<file path="src/rtl/capture_sequencer.sv">
// Multi-record acquisition sequencer: arms the trigger generator, waits out the
// pre-trigger fill, accepts one trigger per record and frames the record window.
module capture_sequencer #(
   parameter int PRE_SAMPLES = 10,
   parameter int HOLDOFF     = 4
) (
   input  logic        clk,
   input  logic        rst_n,
   input  logic        arm,
   input  logic        abort,
   input  logic [15:0] record_len,
   input  logic [15:0] num_records,
   input  logic [31:0] timeout_cycles,
   input  logic        buf_ready,
   input  logic        trigger_start,
   output logic        capture_en,
   output logic        trigger_ready,
   output logic        rec_valid,
   output logic        rec_first,
   output logic        rec_last,
   output logic [15:0] record_idx,
   output logic        busy,
   output logic        done,
   output logic        timeout,
   output logic        aborted,
   output logic        cfg_err
);

   typedef enum logic [2:0] {
      S_IDLE,
      S_PREFILL,
      S_WAIT_TRIG,
      S_CAPTURE,
      S_HOLDOFF
   } state_t;

   localparam int FW = (PRE_SAMPLES > 1) ? $clog2(PRE_SAMPLES) : 1;
   localparam int HW = (HOLDOFF > 1) ? $clog2(HOLDOFF) : 1;
   localparam logic [FW-1:0] FILL_LAST = FW'(PRE_SAMPLES - 1);
   localparam logic [HW-1:0] HOLD_LAST = HW'((HOLDOFF > 0) ? HOLDOFF - 1 : 0);

   state_t        state;
   logic [FW-1:0] fill_cnt;
   logic [HW-1:0] hold_cnt;
   logic [31:0]   wait_cnt;
   logic [31:0]   cap_cnt;
   logic [15:0]   rec_len_lat;
   logic [15:0]   num_rec_lat;
   logic [31:0]   timeout_lat;

   logic [31:0] win_len;
   logic        cap_last;
   logic        last_rec;
   logic        wait_expired;

   // Window covers the pre-trigger history plus the post-trigger record.
   assign win_len      = 32'(PRE_SAMPLES) + {16'd0, rec_len_lat};
   assign cap_last     = (cap_cnt == win_len - 32'd1);
   assign last_rec     = (record_idx == num_rec_lat - 16'd1);
   assign wait_expired = (timeout_lat != 32'd0) && (wait_cnt == timeout_lat - 32'd1);

   always_ff @(posedge clk) begin
      if (!rst_n) begin
         state       <= S_IDLE;
         fill_cnt    <= '0;
         hold_cnt    <= '0;
         wait_cnt    <= '0;
         cap_cnt     <= '0;
         rec_len_lat <= '0;
         num_rec_lat <= '0;
         timeout_lat <= '0;
         record_idx  <= '0;
         done        <= 1'b0;
         timeout     <= 1'b0;
         aborted     <= 1'b0;
         cfg_err     <= 1'b0;
      end else begin
         done    <= 1'b0;
         timeout <= 1'b0;
         aborted <= 1'b0;
         cfg_err <= 1'b0;
         if (abort && state != S_IDLE) begin
            state   <= S_IDLE;
            aborted <= 1'b1;
         end else begin
            case (state)
               S_IDLE: begin
                  if (arm) begin
                     if (record_len == 16'd0 || num_records == 16'd0) begin
                        cfg_err <= 1'b1;
                     end else begin
                        rec_len_lat <= record_len;
                        num_rec_lat <= num_records;
                        timeout_lat <= timeout_cycles;
                        record_idx  <= '0;
                        fill_cnt    <= '0;
                        state       <= S_PREFILL;
                     end
                  end
               end
               S_PREFILL: begin
                  // Count saturates while the downstream buffer is not ready.
                  if (fill_cnt == FILL_LAST) begin
                     if (buf_ready) begin
                        wait_cnt <= '0;
                        state    <= S_WAIT_TRIG;
                     end
                  end else begin
                     fill_cnt <= fill_cnt + FW'(1);
                  end
               end
               S_WAIT_TRIG: begin
                  if (trigger_start) begin
                     cap_cnt <= '0;
                     state   <= S_CAPTURE;
                  end else if (wait_expired) begin
                     timeout <= 1'b1;
                     state   <= S_IDLE;
                  end else begin
                     wait_cnt <= wait_cnt + 32'd1;
                  end
               end
               S_CAPTURE: begin
                  if (cap_last) begin
                     if (HOLDOFF == 0) begin
                        if (last_rec) begin
                           done  <= 1'b1;
                           state <= S_IDLE;
                        end else begin
                           record_idx <= record_idx + 16'd1;
                           fill_cnt   <= '0;
                           state      <= S_PREFILL;
                        end
                     end else begin
                        hold_cnt <= '0;
                        state    <= S_HOLDOFF;
                     end
                  end else begin
                     cap_cnt <= cap_cnt + 32'd1;
                  end
               end
               S_HOLDOFF: begin
                  if (hold_cnt == HOLD_LAST) begin
                     if (last_rec) begin
                        done  <= 1'b1;
                        state <= S_IDLE;
                     end else begin
                        record_idx <= record_idx + 16'd1;
                        fill_cnt   <= '0;
                        state      <= S_PREFILL;
                     end
                  end else begin
                     hold_cnt <= hold_cnt + HW'(1);
                  end
               end
               default: state <= S_IDLE;
            endcase
         end
      end
   end

   assign busy          = (state != S_IDLE);
   assign capture_en    = (state == S_PREFILL) || (state == S_WAIT_TRIG) || (state == S_CAPTURE);
   assign trigger_ready = (state == S_WAIT_TRIG);
   assign rec_valid     = (state == S_CAPTURE);
   assign rec_first     = rec_valid && (cap_cnt == 32'd0);
   assign rec_last      = rec_valid && cap_last;

endmodule

</file>
<file path="config.mk">
export PLATFORM = sky130hd
export DESIGN_NAME = capture_sequencer
export DESIGN_NICKNAME = d
export VERILOG_FILES = /design/src/rtl/capture_sequencer.sv
export SDC_FILE = /design/constraint.sdc
export NUM_CORES = 1
export LEC_CHECK = 0
export CORE_MARGIN = 4
export CORE_UTILIZATION = 50
export DETAILED_ROUTE_END_ITERATION = 8
export GPL_ROUTABILITY_DRIVEN = 0
export HOLD_SLACK_MARGIN = 0.12
export PLACE_DENSITY = 0.77
export SLEW_MARGIN = 20
export SYNTH_ARGS = -nofsm -noshare
export SYNTH_HDL_FRONTEND = slang
export SYNTH_SLANG_ARGS = --single-unit
</file>
<file path="constraint.sdc">
create_clock -name clk -period 3.55 [get_ports clk]
set_input_delay 0.355 -clock clk [delete_from_list [all_inputs] [get_ports clk]]
set_output_delay 0.355 -clock clk [all_outputs]
set_load 0.1 [all_outputs]
</file>
==> metrics, run 1 <==
status finished clean; reg-to-reg startpoint timeout_lat[16]; max-cap check violation count 0; Bufs and invs on worst path 0; CP top delay family simple AND/OR/NAND/NOR gates; Net Count, Synth 1,339; wire per inst 16.7 µm; worst rel slew slack 33.5%; WP data required 3.93 ns; endpoints failing setup 0; Ys Warns 0; Syn Inst Count 1,258; leak pwr 0.00393 µW; vias in the first global route 8,632; die width 146 µm; Seq/Total Area, Yosys 33.0%; CP Class register to register; final worst slack 0.142 ns; crit path cell chain or4_4 -> nor3_2 -> xnor2_1 -> o41a_1 -> a2111o_1 -> nor4_4 -> nor2_1 -> a211oi_1 -> a31o_2; CTS Root Cell clkbuf_16; Critical Path Source Type register; post-synthesis simple-gate area fraction 34.0%; Hold EP timeout_lat[7]; R2R depth 9; power consumption 5060 µW; #FFs+latches synth 157; post-DR vias/cell 6.01; first-pass GRT wire length 43,000 µm; drt initial violations 816; Clock Tree Buf Depth 2; pin count of the biggest net entering global routing 50; worst slack at placement 0.236 ns; Area contributors post-synth dfxtp_1 33%, nand2_1 8.4%, xnor2_1 5.9%; Initial Util 50.9%; crit-path max cell delay 0.65 ns; synth unique cells 72; Hold Fails Final Rpt 0; Post-Synth Adder-Cell Area 1.45%; H-tree Lvls 4; largest family of logic cells by synthesized area simple AND/OR/NAND/NOR gates; Critical Path Sink Type register; initial antenna violation count 0; clk_lat worst skew 0.43 ns; Core Util, Final 60.1%; PwrDens 450 mW/mm²; crit path DAT 3.79 ns; Clk pin slew, worst setup/hold paths 0.07 ns; hold path cells 3; Critical R2R Capture wait_cnt[2]; Cell Area, Synth 0.00952 mm²; Sum Neg Setup Slack 0 ns; GRT Util Overall 24.0%; post-route ant nets 0; Num CTS Buffers 17; Overflow after GRT 0; Max VDD drop 0.317 mV; crit-path max FO 10; Slew @ Worst Pin 0.995 ns; final worst path period share 96.0%; Core Region 0.0187 mm²; die height 146 µm; register-to-register setup slack 0.14 ns; Detailed Route WL 26,300 µm; n_diodes 0; Worst Hold Class input pin to register; syn_area_per_cell 7.57 µm²; Synth Area in XOR/XNOR 9.66%; hold_sp timeout_cycles[7]; number of port buffers 95; Top FF cell, synth dfxtp_1; Total Nets Final 1,411; Rows 50; DRC Markers 0; clock sinks 157; Slew Viols, Final 0; DR pass1 iterations 5; RSZ-0062 raised after global routing no; io pins 96; area growth from synthesis to layout 18.0%; Post-CTS Setup Bufs 0; Post-synth EDFFs 0; layout cell share with drive strength beyond 1 7.91%; Cell Area, Placed 0.0107 mm²; CP max stage cell or4_4; CTS tree built; proportion of synthesized area in mux cells 1.20%; via count 9,454; cell accounting for the most synthesized area dfxtp_1; clock period minus worst slack 3.41 ns; DP HPWL 19,200 µm; fmax 293 MHz; share of the synthesized area in the top cell type 33.0%; compound-gate portion of the synthesized area 16.3%; Clock Skew 0.0115 ns; Final Instance Area 0.0112 mm²; async set-reset flop share out of synthesis 0%; Die Area 0.0213 mm²
==> Yosys cell counts, types with 5 or more instances <==
cell type  instances
and2_1            10
a31oi_1           12
nor4_2             6
nand2_1          214
a21oi_2            7
nor3b_1            7
nor2b_1            7
o211ai_1          14
o21ai_0           41
a211oi_1           9
nand2b_1          10
nor3_1            40
nand3_1           53
nor2_1            96
dfxtp_1          157
and4_1            12
o31ai_1           13
or3_1             34
a21oi_1          103
inv_1             28
ha_1              11
xor2_1            41
clkbuf_1          60
or2_2              6
mux2i_1            8
xnor2_1           64
and3_1            14
or4_1             29
nand4_1           36
nor4_1            29
nor4b_1            5
==> layout make-up <==
type	count	area (µm²)
fillers	1669	7470
flip-flops and latches	157	3140
well taps	234	293
repair buffers	125	1170
clock inverters	9	92.6
multi-input cells	1001	6000
clock buffers	20	437
inverters	28	105
==> state kept, by name (all words and copies together), names as in the netlist <==
signal       flops
aborted          1
timeout_lat     32
rec_len_lat     16
cap_cnt         32
done             1
state            3
fill_cnt         4
record_idx      16
cfg_err          1
hold_cnt         2
wait_cnt        32
num_rec_lat     16
timeout          1
==> through the flow <==
step / cells / hold WS [ns]
floorplan: 1258 / 0.430
global placement: 1545 / 0.451
detailed placement: 1545 / 0.463
CTS: 1574 / 0.468
global route: 1574 / 0.488
finish: 1574 / 0.471
==> tightest hold or removal path: cells and delay by family <==
family | cells | cell delay [ns]
buffers and inverters | 1 | 0.40
AO/OA/AOI/OAI | 1 | 0.05
AND/OR/NAND/NOR | 1 | 0.06
==> worst max path at each step <==
stage                    start             to  slack, ns  cells past startpoint
3_3_place_gp    num_rec_lat[7]  record_idx[1]       0.25                      8
4_1_cts         rec_len_lat[0]       rec_last       0.08                      9
2_1_floorplan   rec_len_lat[0]       rec_last      0.008                      8
6_report       timeout_lat[16]    wait_cnt[2]       0.14                      9
3_5_place_dp    num_rec_lat[7]  record_idx[1]       0.24                      8
5_1_grt        timeout_lat[22]    wait_cnt[2]     0.0003                      9
==> layout by cell type, fill, tap and decap left out, drive strengths merged, types with 4 or more instances in the layout <==
master         count
nor4b              5
o211ai            14
xor2              41
clkdlybuf4s50     89
mux2i              8
a31o               4
nor3              41
a31oi             12
nor4              37
and2              10
ha                11
a211oi            10
o31ai             14
nand2b            10
and3              14
a41oi              4
nor3b              7
nand3             53
dfxtp            157
or3               34
nor2b              7
clkinv             4
buf               36
a21oi            110
or4               30
xnor2             64
nand4             36
clkbuf            20
o21ai             44
or2                7
and4              12
nor2              96
inv               29
nand2            215
==> report_power, final <==
| group | switching (µW) | internal [µW] |
|---|---|---|
| combinational | 833 | 538 |
| sequential | 138 | 1850 |
| clock | 745 | 956 |
| total | 1720 | 3340 |
==> logic make-up after synthesis <==
logic type      Yosys count
flops                   157
simple gates            628
fa+ha+maj                11
buf+inv                 100
xor+xnor                105
compound gates          246
mux                      11
==> repair_timing <==
action	4_1_cts	5_1_grt
resized for setup	0	3
endpoints found under the hold margin	0	0
hold buffers	0	0
setup endpoints to repair	0	12
==> per-layer routing <==
layer / GRT usage, % / routed length [µm] / up-vias
met1: 33.9 / 12500 / 4438
met4: 7.71 / 635 / 0
met3: 3.86 / 1390 / 46
met2: 37.5 / 11800 / 297
li1: - / - / 4673
met5: 0 / 0 / -
(Power assumes the default switching activity.)
==> run 2: changes to the inputs <==
Settings changed: CORE_MARGIN 4 to unset.
==> run 2 against run 1 <==
Clock skew fell by 0.00080 ns. Sequential cell count did not move. Die area fell by 8.1%. First-iteration DRC count fell by 5.5%. Setup slack got worse by 0.0086 ns. Via count rose by 0.62%. Global-route usage rose by 2.9 points. Register-to-register slack improved by 0.03 ns. Combinational power barely moved. Critical path depth did not move.
==> metrics, run 2 (synthesis gave the netlist of run 1 again) <==
Overflow after GRT 0 (unchanged); Fillers 1,698 (was 1,669); CTS Root Cell clkbuf_16 (unchanged); Flop pwr share 38.4% (was 39.3%); clock sinks 157 (unchanged); status finished clean (unchanged); Critical Path Sink Type output port (was register); Hold Fails Final Rpt 0 (unchanged); die height 140 µm (was 146 µm); DR pass1 iterations 6 (was 5); crit-path max FO 9 (was 10); DP HPWL 19,100 µm (was 19,200 µm); final worst slack 0.133 ns (was 0.142 ns); wire per inst 16.6 µm (was 16.7 µm); final worst path period share 96.2% (was 96.0%); Sequential Area 0.00314 mm² (unchanged); Clk pin slew, worst setup/hold paths 0.07 ns (about the same); GRT Util Overall 26.9% (was 24.0%); Clock Tree Buf Depth 2 (unchanged); worst slack at placement 0.224 ns (was 0.236 ns); hold_sp timeout_cycles[14] (was timeout_cycles[7]); Clock Skew 0.0107 ns (was 0.0115 ns); max-cap check violation count 0 (unchanged); Worst Hold Class input pin to register (unchanged); vias in the first global route 8,700 (was 8,632); biggest regs cap_cnt (32), timeout_lat (32), wait_cnt (32) (unchanged); post-DR vias/cell 6.06 (was 6.01); RSZ-0062 raised after global routing no (unchanged); endpoints failing setup 0 (unchanged); drt initial violations 771 (was 816); crit path cell chain ha_1 -> a21oi_2 -> or2_2 -> o41a_1 -> nor2b_1 -> and4_1 -> nand3_1 -> nor2_1 -> buf_12 (was or4_4 -> nor3_2 -> xnor2_1 -> o41a_1 -> a2111o_1 -> nor4_4 -> nor2_1 -> a211oi_1 -> a31o_2); most frequent cells in the layout 214 x nand2_1, 157 x dfxtp_1, 102 x a21oi_1, 95 x nor2_1, 89 x clkdlybuf4s50_1 (unchanged); Max VDD drop 0.327 mV (was 0.317 mV); Core Region 0.0187 mm² (unchanged); clock period minus worst slack 3.42 ns (was 3.41 ns); PwrDens 462 mW/mm² (was 450 mW/mm²); H-tree Lvls 4 (unchanged); crit-path max cell delay 0.45 ns (was 0.65 ns); reg-to-reg startpoint timeout_lat[19] (was timeout_lat[16]); via count 9,513 (was 9,454); post-route ant nets 0 (unchanged); CTS Hold Buffers Added 0 (unchanged); Hold EP timeout_lat[14] (was timeout_lat[7]); CP max stage cell o41a_1 (was or4_4); Logic pwr share 26.0% (was 27.1%); Total Nets Final 1,403 (was 1,411); Multi-input gate area 0.00600 mm² (unchanged); die width 140 µm (was 146 µm); worst rel slew slack 28.7% (was 33.5%); area growth from synthesis to layout 18.0% (about the same); crit path DAT 3.06 ns (was 3.79 ns); layout cell share with drive strength beyond 1 7.79% (was 7.91%); hold path cells 3 (unchanged); CP top delay family simple AND/OR/NAND/NOR gates (unchanged); number of port buffers 95 (unchanged); pin count of the biggest net entering global routing 65 (was 50); WP data required 3.19 ns (was 3.93 ns); Clk pwr share 35.5% (was 33.6%); CP Class register to output port (was register to register); n_diodes 0 (unchanged); P_int 3420 µW (was 3340 µW); Slew @ Worst Pin 1.07 ns (was 0.995 ns); NetSw 1780 µW (was 1720 µW); register-to-register setup slack 0.17 ns (was 0.14 ns); Num CTS Buffers 17 (unchanged); Sum Neg Setup Slack 0 ns (unchanged); R2R depth 10 (was 9); clk_lat worst skew 0.43 ns (about the same); Die Area 0.0196 mm² (was 0.0213 mm²); Rows 50 (unchanged); Critical R2R Capture wait_cnt[8] (was wait_cnt[2]); Bufs and invs on worst path 1 (was 0); fmax 293 MHz (about the same); DRC Markers 0 (unchanged); commonest non-fill, non-tap cell in the layout nand2_1 (unchanged); initial antenna violation count 0 (unchanged); first-pass GRT wire length 42,600 µm (was 43,000 µm); Initial Util 50.9% (unchanged); CTS tree built (unchanged); Slew Viols, Final 0 (unchanged); Post-CTS Setup Bufs 0 (unchanged); sw frac 34.2% (was 33.9%); leak pwr 0.00392 µW (was 0.00393 µW); Critical Path Source Type register (unchanged); io pins 96 (unchanged); Detailed Route WL 26,100 µm (was 26,300 µm)
run 2: worst min-delay path, delay by kind of cell:
family | cells | cell delay, ns
and+or+nand+nor | 1 | 0.05
AOI/OAI and AO/OA | 1 | 0.05
buffers and inverters | 1 | 0.40
run 2: how the worst max path moves through the flow:
stage	cells after the start	to	start
floorplan	8	rec_last	rec_len_lat[0]
global placement	8	record_idx[12]	num_rec_lat[7]
detailed placement	8	record_idx[5]	num_rec_lat[7]
CTS	8	rec_last	cap_cnt[20]
global route	9	rec_last	rec_len_lat[0]
finish	9	rec_last	rec_len_lat[0]
run 2: cell type report:
| cell class | instances | area share (%) |
|---|---|---|
| clock buffer | 17 | 3.79 |
| clock inverter | 15 | 1.41 |
| inverter | 28 | 0.936 |
| multi-input combinational | 1001 | 53.4 |
| sequential | 157 | 28.0 |
| tap | 234 | 2.61 |
| timing repair buffer | 117 | 9.91 |
run 2: through the flow:
| step | util (%) | hold WS (ns) | total power [µW] | instance area [µm²] | std cells |
|---|---|---|---|---|---|
| 2_1_floorplan | - | 0.430 | 2970 | 9530 | 1258 |
| 4_1_cts | 60.0 | 0.456 | 5180 | 11200 | 1569 |
| 5_1_grt | 60.1 | 0.478 | 5430 | 11200 | 1569 |
| 6_report | 60.1 | 0.466 | 5190 | 11200 | 1569 |
| 3_5_place_dp | 56.9 | 0.464 | 3350 | 10600 | 1537 |
| 3_3_place_gp | 56.9 | 0.445 | 3320 | 10600 | 1537 |
run 2: per-layer routing:
layer / vias to the layer above / track usage [%] / routed length, µm
li1: 4653 / - / -
met1: 4432 / 36.5 / 12100
met2: 375 / 42.5 / 11600
met3: 53 / 4.89 / 1760
met4: 0 / 9.83 / 612
met5: - / 0 / 0
run 2: timing repair:
action / in CTS / in global routing
resized for setup: 1 / 2
setup endpoints to repair: 1 / 9
gates cloned: 0 / 0
run 2: power by group through the flow:
| stage | clock, µW | combinational, µW | sequential [µW] |
|---|---|---|---|
| finish | 1850 | 1350 | 2000 |
| global route | 1940 | 1480 | 2010 |
| CTS | 1860 | 1330 | 1990 |
| detailed placement | 0 | 1320 | 2030 |
| global placement | 0 | 1290 | 2030 |
| floorplan | 0 | 992 | 1980 |
==> run 3: changes to the inputs <==
Settings changed: REMOVE_ABC_BUFFERS set to 1.
Clock period 3.55 ns to 4 ns, I/O delays scaled along.
==> run 3 against run 2 <==
Setup slack gained 0.27 ns. Routed wire length fell by 1.3%. Sequential cell count did not move. Register-to-register slack better by 0.23 ns. Combinational power is 13% lower. Die area stayed put. Worst hold slack better by 0.012 ns. Critical path depth did not move. Largest power group unchanged.
==> metrics, run 3 (synthesis gave the netlist of run 1 again) <==
Total Nets Final 1,398 (was 1,403); Initial Util 50.9% (unchanged); GRT Util Overall 26.3% (was 26.9%); die width 140 µm (unchanged); crit-path max FO 26 (was 9); Critical Path Sink Type register (was output port); hold path cells 1 (was 3); post-route ant nets 0 (unchanged); endpoints failing setup 0 (unchanged); clk_lat worst skew 0.43 ns (about the same); via count 9,433 (was 9,513); crit path DAT 3.93 ns (was 3.06 ns); max-cap check violation count 0 (unchanged); wire per inst 16.5 µm (was 16.6 µm); CTS Hold Buffers Added 0 (unchanged); Num CTS Buffers 17 (unchanged); area growth from synthesis to layout 17.9% (was 18.0%); die height 140 µm (unchanged); Critical R2R Capture record_idx[1] (was wait_cnt[8]); CTS tree built (unchanged); PwrDens 416 mW/mm² (was 462 mW/mm²); Post-CTS Setup Bufs 0 (unchanged); R2R depth 9 (was 10); Clock Skew 0.00928 ns (was 0.0107 ns); Clk pin slew, worst setup/hold paths 0.06 ns (was 0.07 ns); Max VDD drop 0.328 mV (was 0.327 mV); clock sinks 157 (unchanged); Slew @ Worst Pin 1.08 ns (was 1.07 ns); Hold Fails Final Rpt 0 (unchanged); Worst Hold Class register to register (was input pin to register); RSZ-0062 raised after global routing no (unchanged); DRC Markers 0 (unchanged); Core Util, Final 60.0% (was 60.1%); hold_sp hold_cnt[0] (was timeout_cycles[14]); most frequent cells in the layout 214 x nand2_1, 157 x dfxtp_1, 103 x a21oi_1, 95 x nor2_1, 93 x clkdlybuf4s50_1 (was 214 x nand2_1, 157 x dfxtp_1, 102 x a21oi_1, 95 x nor2_1, 89 x clkdlybuf4s50_1); vias in the first global route 8,550 (was 8,700); CP Class register to register (was register to output port); commonest non-fill, non-tap cell in the layout nand2_1 (unchanged); power consumption 4670 µW (was 5190 µW); worst slack at placement 0.520 ns (was 0.224 ns); final worst path period share 89.9%; worst rel slew slack 27.5% (was 28.7%); most frequent CP cell or4_1; io pins 96 (unchanged); final worst slack 0.404 ns (was 0.133 ns); Fillers 1,659 (was 1,698); Detailed Route WL 25,700 µm (was 26,100 µm); Critical Path Source Type register (unchanged); layout cell share with drive strength beyond 1 6.92% (was 7.79%); first-pass GRT wire length 42,000 µm (was 42,600 µm); Clock Tree Buf Depth 2 (unchanged); Overflow after GRT 0 (unchanged); pin count of the biggest net entering global routing 66 (was 65); Post-CTS Resized 0 (was 1); CP max stage cell or4_1 (was o41a_1); post-DR vias/cell 6.04 (was 6.06); Sum Neg Setup Slack 0 ns (unchanged); Slew Viols, Final 0 (unchanged); DP HPWL 18,800 µm (was 19,100 µm); initial antenna violation count 0 (unchanged); status finished clean (unchanged); reg-to-reg startpoint num_rec_lat[2] (was timeout_lat[19]); crit path cell chain nor4_4 -> nand2_1 -> o41a_1 -> or4_1 -> or4_1 -> o31ai_2 -> a21o_2 -> nand2_2 -> o32ai_1 (was ha_1 -> a21oi_2 -> or2_2 -> o41a_1 -> nor2b_1 -> and4_1 -> nand3_1 -> nor2_1 -> buf_12); register-to-register setup slack 0.40 ns (was 0.17 ns); Hold WS 0.478 ns (was 0.466 ns); Rows 50 (unchanged); n_diodes 0 (unchanged); crit-path max cell delay 0.53 ns (was 0.45 ns); fmax 278 MHz; H-tree Lvls 4 (unchanged); Setup crit start num_rec_lat[2] (was rec_len_lat[0]); drt initial violations 740 (was 771); biggest regs cap_cnt (32), timeout_lat (32), wait_cnt (32) (unchanged); number of port buffers 95 (unchanged); DR pass1 iterations 5 (was 6); Hold EP hold_cnt[0] (was timeout_lat[14]); Die Area 0.0196 mm² (unchanged); Core Region 0.0187 mm² (unchanged); clock period minus worst slack 3.60 ns; CTS Root Cell clkbuf_16 (unchanged); WP data required 4.33 ns (was 3.19 ns); leak pwr 0.00391 µW (was 0.00392 µW)
run 3: changes by cell type in the layout (fill, tap and decap cells not counted), moves of 2 or more:
cell	delta
bufinv_16	+2
clkbuf_8	+2
buf_4	-9
inv_6	-5
clkdlybuf4s50_1	+4
clkinv_2	+2
run 3: stage by stage:
step / instance area [µm²] / instances
6_report: 11200 / 1563
3_5_place_dp: 10600 / 1532
5_1_grt: 11200 / 1563
4_1_cts: 11200 / 1563
2_1_floorplan: 9210 / 1186
3_3_place_gp: 10600 / 1532
run 3: critical path: cells and delay by family, from the launching register on:
family          cells  cell delay (ns)
simple gates        5             1.80
compound gates      4             1.32
flops               1             0.38
run 3: worst max path at each step:
stage | endpoint | slack [ns] | depth (start not counted)
final | record_idx[1] | 0.40 | 9
after global routing | record_idx[11] | 0.17 | 9
after CTS | record_idx[1] | 0.44 | 9
after detailed placement | record_idx[1] | 0.52 | 9
after global placement | state[0] | 0.56 | 8
after floorplan | rec_first | 0.07 | 5
run 3: final cells by class:
type                            count  area (µm²)  area share (%)
Sequential cell                   157        3140            28.0
Clock buffer                       19         453            4.03
Inverter                           28         105           0.936
Clock inverter                     12         169            1.50
Multi-Input combinational cell   1001        5980            53.3
Tap cell                          234         293            2.61
Timing Repair Buffer              112        1090            9.67
run 3: report_power, final:
group / total, µW / switching, µW / leakage [µW] / internal [µW]
combinational: 1180 / 720 / 0.00233 / 460
clock: 1710 / 646 / 0.000304 / 1070
sequential: 1780 / 135 / 0.00128 / 1640
run 3: metal layers:
layer  part of all wire [%]  vias up  GRT usage, %
met3                    5.0       36          4.17
met5                      0        -             0
met1                     46     4471          34.9
met2                     47      265          43.8
li1                       -     4661             -
met4                    2.0        0          8.27
